## src/rtl/cgra_kernel_launcher_if.sv

```systemverilog
// Register port and CGRA start/done handshake bundle for cgra_kernel_launcher.
// The master side is the host plus the CGRA core; the slave side is the launcher.
interface cgra_kernel_launcher_if #(
    parameter int DWIDTH = 32
);
    logic              Cfg_Wen;
    logic              Cfg_Ren;
    logic [1:0]        Cfg_Addr;
    logic [DWIDTH-1:0] Cfg_Wdata;
    logic [DWIDTH-1:0] Cfg_Rdata;
    logic              Computation_Start;
    logic              Computation_Done;
    logic              Launcher_Busy;
    logic              Run_Done;
    logic [DWIDTH-1:0] Iter_Index;

    modport master (
        output Cfg_Wen, Cfg_Ren, Cfg_Addr, Cfg_Wdata, Computation_Done,
        input  Cfg_Rdata, Computation_Start, Launcher_Busy, Run_Done, Iter_Index
    );

    modport slave (
        input  Cfg_Wen, Cfg_Ren, Cfg_Addr, Cfg_Wdata, Computation_Done,
        output Cfg_Rdata, Computation_Start, Launcher_Busy, Run_Done, Iter_Index
    );
endinterface

```

## src/rtl/cgra_kernel_launcher.sv

```systemverilog
// Host-side sequencer for the CGRA core: runs the 4-phase Start/Done handshake
// ITER_NUM times after a GO write, with a bounded wait in each phase, a busy
// cycle counter, sticky DONE/ERR bits and an abort path.
module cgra_kernel_launcher #(
    parameter int DWIDTH         = 32,
    parameter int TIMEOUT_CYCLES = 65536,
    parameter int GAP_CYCLES     = 2
) (
    input  logic                   Clk,
    input  logic                   Resetn,
    cgra_kernel_launcher_if.slave  bus
);

    localparam int TW = $clog2(TIMEOUT_CYCLES + 1);
    localparam int GW = (GAP_CYCLES > 1) ? $clog2(GAP_CYCLES) : 1;
    localparam logic [TW-1:0] TMO_LAST = TW'(TIMEOUT_CYCLES - 1);
    localparam logic [GW-1:0] GAP_LAST = GW'((GAP_CYCLES > 0) ? GAP_CYCLES - 1 : 0);

    localparam logic [1:0] ADDR_CTRL   = 2'd0;
    localparam logic [1:0] ADDR_ITER   = 2'd1;
    localparam logic [1:0] ADDR_STATUS = 2'd2;
    localparam logic [1:0] ADDR_CYCLES = 2'd3;

    typedef enum logic [2:0] {
        S_IDLE,
        S_ASSERT,
        S_RELEASE,
        S_GAP,
        S_FINISH,
        S_ERROR
    } state_t;

    state_t            state_q, state_d;
    logic [DWIDTH-1:0] iter_num_q, iter_num_d;
    logic [DWIDTH-1:0] iter_idx_q, iter_idx_d;
    logic [DWIDTH-1:0] cycles_q, cycles_d;
    logic [DWIDTH-1:0] rdata_q, rdata_d;
    logic [TW-1:0]     tmo_q, tmo_d;
    logic [GW-1:0]     gap_q, gap_d;
    logic              done_q, done_d;
    logic              err_q, err_d;

    logic              wr_ctrl, go, abort, clr, busy;
    logic [DWIDTH-1:0] iter_idx_inc;

    assign wr_ctrl      = bus.Cfg_Wen && (bus.Cfg_Addr == ADDR_CTRL);
    assign go           = wr_ctrl && bus.Cfg_Wdata[0];
    assign abort        = wr_ctrl && bus.Cfg_Wdata[1];
    assign clr          = wr_ctrl && bus.Cfg_Wdata[2];
    assign busy         = (state_q == S_ASSERT) || (state_q == S_RELEASE) ||
                          (state_q == S_GAP)    || (state_q == S_FINISH);
    assign iter_idx_inc = iter_idx_q + DWIDTH'(1);

    // Next-state, datapath and read-mux logic.
    always_comb begin
        // NOTE: every variable gets its hold value first so no path through the case infers a latch.
        state_d    = state_q;
        iter_num_d = iter_num_q;
        iter_idx_d = iter_idx_q;
        cycles_d   = cycles_q;
        tmo_d      = tmo_q;
        gap_d      = gap_q;
        done_d     = done_q;
        err_d      = err_q;
        rdata_d    = rdata_q;

        if (clr) begin
            done_d = 1'b0;
            err_d  = 1'b0;
        end

        if (busy && (cycles_q != '1)) begin
            cycles_d = cycles_q + DWIDTH'(1);
        end

        case (state_q)
            S_IDLE: begin
                if (bus.Cfg_Wen && (bus.Cfg_Addr == ADDR_ITER)) begin
                    iter_num_d = bus.Cfg_Wdata;
                end
                // ABORT written together with GO keeps the block idle.
                if (go && !abort) begin
                    cycles_d   = '0;
                    iter_idx_d = '0;
                    done_d     = 1'b0;
                    err_d      = 1'b0;
                    tmo_d      = '0;
                    state_d    = (iter_num_q == '0) ? S_FINISH : S_ASSERT;
                end
            end
            S_ASSERT: begin
                // Done is checked before the limit so a same-cycle acknowledge wins.
                if (abort) begin
                    state_d = S_ERROR;
                end else if (bus.Computation_Done) begin
                    tmo_d   = '0;
                    state_d = S_RELEASE;
                end else if (tmo_q == TMO_LAST) begin
                    state_d = S_ERROR;
                end else begin
                    tmo_d = tmo_q + TW'(1);
                end
            end
            S_RELEASE: begin
                if (abort) begin
                    state_d = S_ERROR;
                end else if (!bus.Computation_Done) begin
                    iter_idx_d = iter_idx_inc;
                    if (iter_idx_inc == iter_num_q) begin
                        state_d = S_FINISH;
                    end else if (GAP_CYCLES == 0) begin
                        tmo_d   = '0;
                        state_d = S_ASSERT;
                    end else begin
                        gap_d   = '0;
                        state_d = S_GAP;
                    end
                end else if (tmo_q == TMO_LAST) begin
                    state_d = S_ERROR;
                end else begin
                    tmo_d = tmo_q + TW'(1);
                end
            end
            S_GAP: begin
                if (abort) begin
                    state_d = S_ERROR;
                end else if (gap_q == GAP_LAST) begin
                    tmo_d   = '0;
                    state_d = S_ASSERT;
                end else begin
                    gap_d = gap_q + GW'(1);
                end
            end
            S_FINISH: begin
                if (abort) begin
                    state_d = S_ERROR;
                end else begin
                    done_d  = 1'b1;
                    state_d = S_IDLE;
                end
            end
            S_ERROR: begin
                err_d   = 1'b1;
                state_d = S_IDLE;
            end
            default: state_d = S_IDLE;
        endcase

        // Read data is captured only on a read strobe and held otherwise.
        if (bus.Cfg_Ren) begin
            case (bus.Cfg_Addr)
                ADDR_CTRL:   rdata_d = '0;
                ADDR_ITER:   rdata_d = iter_num_q;
                ADDR_STATUS: rdata_d = DWIDTH'({iter_idx_q[15:0], 13'b0, err_q, done_q, busy});
                ADDR_CYCLES: rdata_d = cycles_q;
                default:     rdata_d = '0;
            endcase
        end
    end

    // State and datapath registers with synchronous active-low reset.
    always_ff @(posedge Clk) begin
        // NOTE: non-blocking assignments so every register samples pre-edge values.
        if (!Resetn) begin
            state_q    <= S_IDLE;
            iter_num_q <= '0;
            iter_idx_q <= '0;
            cycles_q   <= '0;
            rdata_q    <= '0;
            tmo_q      <= '0;
            gap_q      <= '0;
            done_q     <= 1'b0;
            err_q      <= 1'b0;
        end else begin
            state_q    <= state_d;
            iter_num_q <= iter_num_d;
            iter_idx_q <= iter_idx_d;
            cycles_q   <= cycles_d;
            rdata_q    <= rdata_d;
            tmo_q      <= tmo_d;
            gap_q      <= gap_d;
            done_q     <= done_d;
            err_q      <= err_d;
        end
    end

    // Start is also gated by reset so a mid-run reset drops it without waiting for the edge.
    assign bus.Computation_Start = (state_q == S_ASSERT) && Resetn;
    assign bus.Launcher_Busy     = busy;
    assign bus.Run_Done          = (state_q == S_FINISH);
    assign bus.Iter_Index        = iter_idx_q;
    assign bus.Cfg_Rdata         = rdata_q;

endmodule

```

## src/flat_wrapper.sv

```systemverilog
// flat-port wrapper written by rule: the top's interface ports become plain ports
module cgra_kernel_launcher_flat 
#(
    parameter int DWIDTH         = 32,
    parameter int TIMEOUT_CYCLES = 65536,
    parameter int GAP_CYCLES     = 2
)
  (Clk, Resetn, bus_Cfg_Wen, bus_Cfg_Ren, bus_Cfg_Addr, bus_Cfg_Wdata, bus_Computation_Done, bus_Cfg_Rdata, bus_Computation_Start, bus_Launcher_Busy, bus_Run_Done, bus_Iter_Index);
  cgra_kernel_launcher_if #(.DWIDTH(DWIDTH)) bus_i ();
  input  logic Clk;
  input  logic Resetn;
  input wire logic [$bits(bus_i.Cfg_Wen)-1:0] bus_Cfg_Wen;
  input wire logic [$bits(bus_i.Cfg_Ren)-1:0] bus_Cfg_Ren;
  input wire logic [$bits(bus_i.Cfg_Addr)-1:0] bus_Cfg_Addr;
  input wire logic [$bits(bus_i.Cfg_Wdata)-1:0] bus_Cfg_Wdata;
  input wire logic [$bits(bus_i.Computation_Done)-1:0] bus_Computation_Done;
  output wire logic [$bits(bus_i.Cfg_Rdata)-1:0] bus_Cfg_Rdata;
  output wire logic [$bits(bus_i.Computation_Start)-1:0] bus_Computation_Start;
  output wire logic [$bits(bus_i.Launcher_Busy)-1:0] bus_Launcher_Busy;
  output wire logic [$bits(bus_i.Run_Done)-1:0] bus_Run_Done;
  output wire logic [$bits(bus_i.Iter_Index)-1:0] bus_Iter_Index;
  assign bus_i.Cfg_Wen = bus_Cfg_Wen;
  assign bus_i.Cfg_Ren = bus_Cfg_Ren;
  assign bus_i.Cfg_Addr = bus_Cfg_Addr;
  assign bus_i.Cfg_Wdata = bus_Cfg_Wdata;
  assign bus_i.Computation_Done = bus_Computation_Done;
  assign bus_Cfg_Rdata = bus_i.Cfg_Rdata;
  assign bus_Computation_Start = bus_i.Computation_Start;
  assign bus_Launcher_Busy = bus_i.Launcher_Busy;
  assign bus_Run_Done = bus_i.Run_Done;
  assign bus_Iter_Index = bus_i.Iter_Index;
  cgra_kernel_launcher #(.DWIDTH(DWIDTH), .TIMEOUT_CYCLES(TIMEOUT_CYCLES), .GAP_CYCLES(GAP_CYCLES)) u_core (.Clk(Clk), .Resetn(Resetn), .bus(bus_i));
endmodule
```

## config.mk

```make
export PLATFORM = sky130hd
export DESIGN_NAME = cgra_kernel_launcher_flat
export DESIGN_NICKNAME = d
export VERILOG_FILES = /design/src/rtl/cgra_kernel_launcher_if.sv /design/src/rtl/cgra_kernel_launcher.sv /design/src/flat_wrapper.sv
export SDC_FILE = /design/constraint.sdc
export NUM_CORES = 1
export LEC_CHECK = 0
export CORE_MARGIN = 3
export CORE_UTILIZATION = 45
export DETAILED_ROUTE_END_ITERATION = 7
export PLACE_DENSITY = 0.65
export SETUP_SLACK_MARGIN = 0.02
export SYNTH_ARGS = -nofsm -noshare
export SYNTH_HDL_FRONTEND = slang
export SYNTH_SLANG_ARGS = --single-unit
```

## constraint.sdc

```tcl
create_clock -name Clk -period 4.2 [get_ports Clk]
set_clock_uncertainty 0.15 [all_clocks]
set_input_delay 0.84 -clock Clk [delete_from_list [all_inputs] [get_ports Clk]]
set_output_delay 0.84 -clock Clk [all_outputs]
set_load 0.01 [all_outputs]
```

== Yosys cells after proc, flatten, opt, wreduce, memory -nomap -nowiden ==
Index checks and enable logic that the tools add are counted.
Word-level totals
  register bits after elaboration: 151
  bits in latches: 0
  RAM bits: 0
  memory bits (read-only): 0
  input port bits: 39
  output and inout bits: 67
  word-level logic and storage cells: 98
  memories kept: 0
Cells by class
  $add $sub $neg: 4
  multiply operators: 0
  divide/modulo/power cells: 0
  $lt $le $gt $ge: 0
  equality and inequality tests: 20
  shift operators: 0
  multiplexer cells: 42
  bitwise logic cells: 0
  reductions and logical operators: 23
Operator list (count)
  2-to-1 mux 32 bit: 6
  2-to-1 mux 17 bit: 8
  case mux 32 bit (4 select lines): 1
  case mux 17 bit (4 select lines): 1
  adder 32 x 1 -> 32 bit, second input constant: 2
  case mux 32 bit (2 select lines): 1
  2-to-1 mux 3 bit: 11
  == test 32 bit: 1
  zero test 32 bit: 1
  inequality test 32 bit, second input constant: 1
  adder 17 x 1 -> 17 bit, second input constant: 1
  == test 17 x 16 -> 1 bit, second input constant: 1
  case mux 3 bit (5 select lines): 1
  inequality test 2 bit, second input constant: 6
  2-to-1 mux 1 bit: 10
  logical AND 1 bit: 8
  AND reduction 7 bit: 1
  == test 3 x 2 -> 1 bit, second input constant: 2
  == test 3 bit, second input constant: 2
  case mux 1 bit (2 select lines): 3
  AND reduction 5 bit: 1
  == test 2 bit, second input constant: 2
  inequality test 2 x 1 -> 1 bit, second input constant: 2
  AND reduction 2 bit: 2
  11 further kinds: 14

== Depth between registers and ports, before layout ==
Gate-level depths: netlist (run 1).
  depth after elaboration: 8
  mapped depth: 11
  mapped depth without buffers: 9

== Least setup slack after synthesis (run 1) ==
OpenSTA, ideal clock, no wires.
  path kind: input -> register
  from: input bus_Cfg_Addr[1]
  to: register u_core.tmo_q[13]
  library setup time: 0.128 ns
  arrival time: 2.957 ns
  required time: 3.922 ns
  path slack: 0.965 ns
  cell stages on the path: 9
  buffers on the path: 1
  path through: clkbuf_1 > nor3b_1 > nand4b_1 > a221oi_2 > nand4_1 > nor3_1 > nand3_1 > xor2_1 > nor2_1
Between the ends
  longest elaborated chain between the ends: 7
  elaborated cells on any way between the ends: 11
  those cells by class: eq/ne (4); reduce/logical (7)
RTL lines
  start: declaration: line flat_wrapper.sv:14  | input wire logic [$bits(bus_i.Cfg_Addr)-1:0] bus_Cfg_Addr;
  zero test 2 bit (*): line cgra_kernel_launcher.sv:46  | assign wr_ctrl = bus.Cfg_Wen && (bus.Cfg_Addr == ADDR_CTRL);
  logical AND 1 bit (*): line cgra_kernel_launcher.sv:46
  logical AND 1 bit: line cgra_kernel_launcher.sv:48  | assign abort = wr_ctrl && bus.Cfg_Wdata[1];
  zero test 1 bit: line cgra_kernel_launcher.sv:82  | if (go && !abort) begin
  logical AND 1 bit: line cgra_kernel_launcher.sv:82
  inequality test 2 x 1 -> 1 bit (no line)
  AND reduction 7 bit (no line) (*)
  end signal: assignment: line cgra_kernel_launcher.sv:180  | tmo_q <= tmo_d;
  end: declaration: line cgra_kernel_launcher.sv:38  | logic [TW-1:0] tmo_q, tmo_d;
Mark *: on every way between the ends. The rest lies on a longest branch, timed or not.
A chain may end at the register's enable or synchronous reset.

== Worst setup path after layout (run 1) ==
  from: register u_core.iter_idx_q[0] (netlist: u_core.bus.Iter_Index[0])
  to: register u_core.state_q[2]
Between the ends
  longest elaborated chain between the ends: 6
RTL lines
  start: declaration: line cgra_kernel_launcher.sv:35  | logic [DWIDTH-1:0] iter_idx_q, iter_idx_d;
  start signal: assignment: line cgra_kernel_launcher.sv:177  | iter_idx_q <= iter_idx_d;
  adder 32 x 1 -> 32 bit: line cgra_kernel_launcher.sv:52  | assign iter_idx_inc = iter_idx_q + DWIDTH'(1);
  == test 32 bit: line cgra_kernel_launcher.sv:109  | if (iter_idx_inc == iter_num_q) begin
  2-to-1 mux 3 bit: line cgra_kernel_launcher.sv:109
  2-to-1 mux 3 bit: line cgra_kernel_launcher.sv:107  | end else if (!bus.Computation_Done) begin
  2-to-1 mux 3 bit: line cgra_kernel_launcher.sv:105  | if (abort) begin
  case mux 3 bit (5 select lines): line cgra_kernel_launcher.sv:76  | case (state_q)
  end signal: assignment: line cgra_kernel_launcher.sv:175  | state_q <= state_d;
  end: declaration: line cgra_kernel_launcher.sv:33  | state_t state_q, state_d;
Every way passes these cells.

==> flow_summary_export.csv, run 1 <==
group,metric,value,unit
run_status,status,"complete, no violations",
worst_setup_path,worst-endpoint-arrival,3850,ps
die,dieArea,19900,um^2
route,ant_nets,0,
finish,postLayoutCoreUtil,0.573,
grt,grt_pass1_wl,41.1,mm
grt,grt_pass1_vias,7384,
yosys,synth-seq-cells,151,
sta,setup_viol,0,
die,die_h,141,um
yosys,synthesis.area,8210,um^2
yosys,syn_nets,1087,
yosys,synth_area_leader_cell,"dfxtp_1",
placement,routabilityCongestion,0.928,
die,core_area,17600,um^2
yosys,yosys-top-cells-area,"dfxtp_1, nor2_1, a21oi_1",
power,power_leakage,3.51,nW
sta,whs,280,ps
finish,mostFrequentLayoutCells,"dfxtp_1, nor2_1, nand2_1",
worst_setup_path,crit_slowest_cell,"nor4_1",
yosys,ys_dominant_reg_cell,"dfxtp_1",
grt,antenna_found_initial,0,
die,dieWidth,141,um
power,powerDensity,343,nW/um^2
die,start_util,0.467,
sta,fmax,275,MHz
worst_setup_path,cpPeakStageDelay,670,ps
sta,finalSetupTns,0,ps
cts,cts_buffers,17,
power,power.total,3.46,mW
worst_setup_path,critical_path_class,"flip-flop to flip-flop",
yosys,syn_inst,1045,
grt,grt_max_degree,97,
worst_setup_path,crit_required,4410,ps
sta,min_period,3640,ps
route,remaining_drc_errors,0,
worst_setup_path,critPathLaunchType,"flip-flop",
sta,tightest_slew,1200,ps
cts,htree_num_levels,4,
grt,grt_usage,0.259,
sta,fin_crit_sh,0.867,
placement,dp_hpwl,18.1,mm
worst_setup_path,cp-end-kind,"flip-flop",
finish,drive_gt1_frac,0.0828,
cts,clock_latency,440,ps
yosys,synth_cell_types,70,
cts,clk_path_buf_depth,2,
die,rows,48,
cts,clk_pin_slew,70,ps
route,drt-pass1-iter-count,5,
cts,cts_tree,"built",
route,num_vias,7995,
grt,grt_overflow,0,
worst_setup_path,crit_fanout,11,
sta,relSlewSlack,0.189,
finish,final_common_cell,"dfxtp_1",
cts,ctsResizeCount,0,
worst_setup_path,r2r_slack,560,ps
placement,dp_cells,1328,
placement,portBuffers,105,
cts,cts-root-buf,"clkbuf_16",
cts,post-cts-setup-buffers,0,
route,drt_iter0_markers,862,
yosys,ys_seq_area_frac,0.368,
yosys,synth_edf_count,0,
worst_hold_path,hold_path.class,"flip-flop to flip-flop",
worst_setup_path,path_cells,"ha_1 -> nand3_1 -> nor4_1 -> xnor2_1 -> nand4_1 -> a2111oi_4 -> nand2_2 -> or4_1 -> a21oi_1",
finish,area_growth,22.8,%
sta,final-max-slew-violation-count,0,
finish,final_cells,1360,
yosys,synth_top_area_frac,0.368,
power,vdd_drop_max,0.297,mV
route,avgViaCountPerCell,5.88,
run,drv_cap,0,
route,avgRoutedWirePerCell,18.9,um
sta,rsz0062_at_grt,"false",
yosys,synthArstFlopShare,0,
cts,cts_sinks,151,
finish,nets,1164,
route,drt-total-wl,25.7,mm
die,pin_count,106,
yosys,postSynthAreaPerCell,7.86,um^2
sta,final_hold_viol_count,0,
cts,cts_hold_buf,0,
finish,diodes,0,
yosys,yosys_warnings,0,
## stage by stage
step                worst slack [ps]  cell area [um^2]
floorplan                        965              8210
global placement                 325              9440
detailed placement               217              9440
CTS                              636             10100
global route                     304             10100
finish                           559             10100
## routing by layer
layer	GRT usage	part of all wire
met3	0.0621	0.075
met2	0.384	0.43
met4	0.0954	0.038
met5	0	0
met1	0.365	0.46
## state kept, by name (all words and copies together) (netlist names)
register and count:
u_core.done_q 1, u_core.gap_q 1, u_core.err_q 1, u_core.cycles_q 32, u_core.bus.Cfg_Rdata 32, u_core.tmo_q 17
u_core.iter_num_q 32, u_core.state_q 3, u_core.bus.Iter_Index 32
## kinds of logic after synthesis
group | synth area share
adder cells (fa/ha/maj) | 0.00457
XOR/XNOR | 0.0875
buffers and inverters | 0.0413
multiplexers | 0.0443
AO/OA/AOI/OAI | 0.165
flip-flops | 0.368
AND/OR/NAND/NOR | 0.289
## synth_stat cells, types with 10 or more instances
master / number
nand3_1: 34
xor2_1: 40
or4_1: 11
nor2_1: 135
dfxtp_1: 151
nand2_1: 116
and3_1: 17
nand4_1: 31
a21oi_1: 101
nand3b_1: 10
xnor2_1: 42
a221oi_1: 15
buf_2: 10
mux2_2: 19
or3_1: 12
o21ai_0: 45
clkbuf_1: 56
mux2i_1: 15
inv_1: 13
nor3_1: 34
nor4_1: 19
## critical path: cells and delay by family, from the launching register on
kind / cells / cell delay (ps)
AO/OA/AOI/OAI: 2 / 430
adder cells (fa/ha/maj): 1 / 360
XOR/XNOR: 1 / 180
AND/OR/NAND/NOR: 5 / 1910
flip-flops: 1 / 540
## layout make-up
cell class | instances | area, um^2
inverter | 15 | 56.3
sequential | 151 | 3020
fill | 1629 | 7510
timing repair buffer | 128 | 1220
multi-input combinational | 809 | 4860
clock inverter | 13 | 195
clock buffer | 19 | 453
tap | 225 | 282
## path summary, 6_finish.rpt
check                           start                 to  depth (start not counted)
max          u_core.bus.Iter_Index[0]  u_core.state_q[2]                          9
min                  u_core.tmo_q[16]   u_core.tmo_q[16]                          2
max reg2reg  u_core.bus.Iter_Index[0]  u_core.state_q[2]                          9
min reg2reg          u_core.tmo_q[16]   u_core.tmo_q[16]                          2
## where the power goes
part,total [mW],internal (mW),switching (mW)
registers,1.49,1.46,0.0354
clock network,1.69,1.03,0.657
logic,0.279,0.124,0.155
total,3.46,2.61,0.847
(Power assumes the default switching activity.)
==> inputs of run 2 (changes only) <==
--- a/config.mk
+++ b/config.mk
@@ -7,9 +7,11 @@
 export LEC_CHECK = 0
 export CORE_MARGIN = 3
 export CORE_UTILIZATION = 45
+export CTS_CLUSTER_DIAMETER = 150
 export DETAILED_ROUTE_END_ITERATION = 7
 export PLACE_DENSITY = 0.65
 export SETUP_SLACK_MARGIN = 0.02
 export SYNTH_ARGS = -nofsm -noshare
 export SYNTH_HDL_FRONTEND = slang
 export SYNTH_SLANG_ARGS = --single-unit
+export TNS_END_PERCENT = 30
==> results of run 2 <==
Final layout, timing and power as in run 1 (identical DEF).
==> inputs of run 3 (changes only) <==
--- a/config.mk
+++ b/config.mk
@@ -9,6 +9,7 @@
 export CORE_UTILIZATION = 45
 export CTS_CLUSTER_DIAMETER = 150
 export DETAILED_ROUTE_END_ITERATION = 7
+export GPL_ROUTABILITY_DRIVEN = 0
 export PLACE_DENSITY = 0.65
 export SETUP_SLACK_MARGIN = 0.02
 export SYNTH_ARGS = -nofsm -noshare
==> results of run 3 <==
Final layout, timing and power as in run 1 (identical DEF).
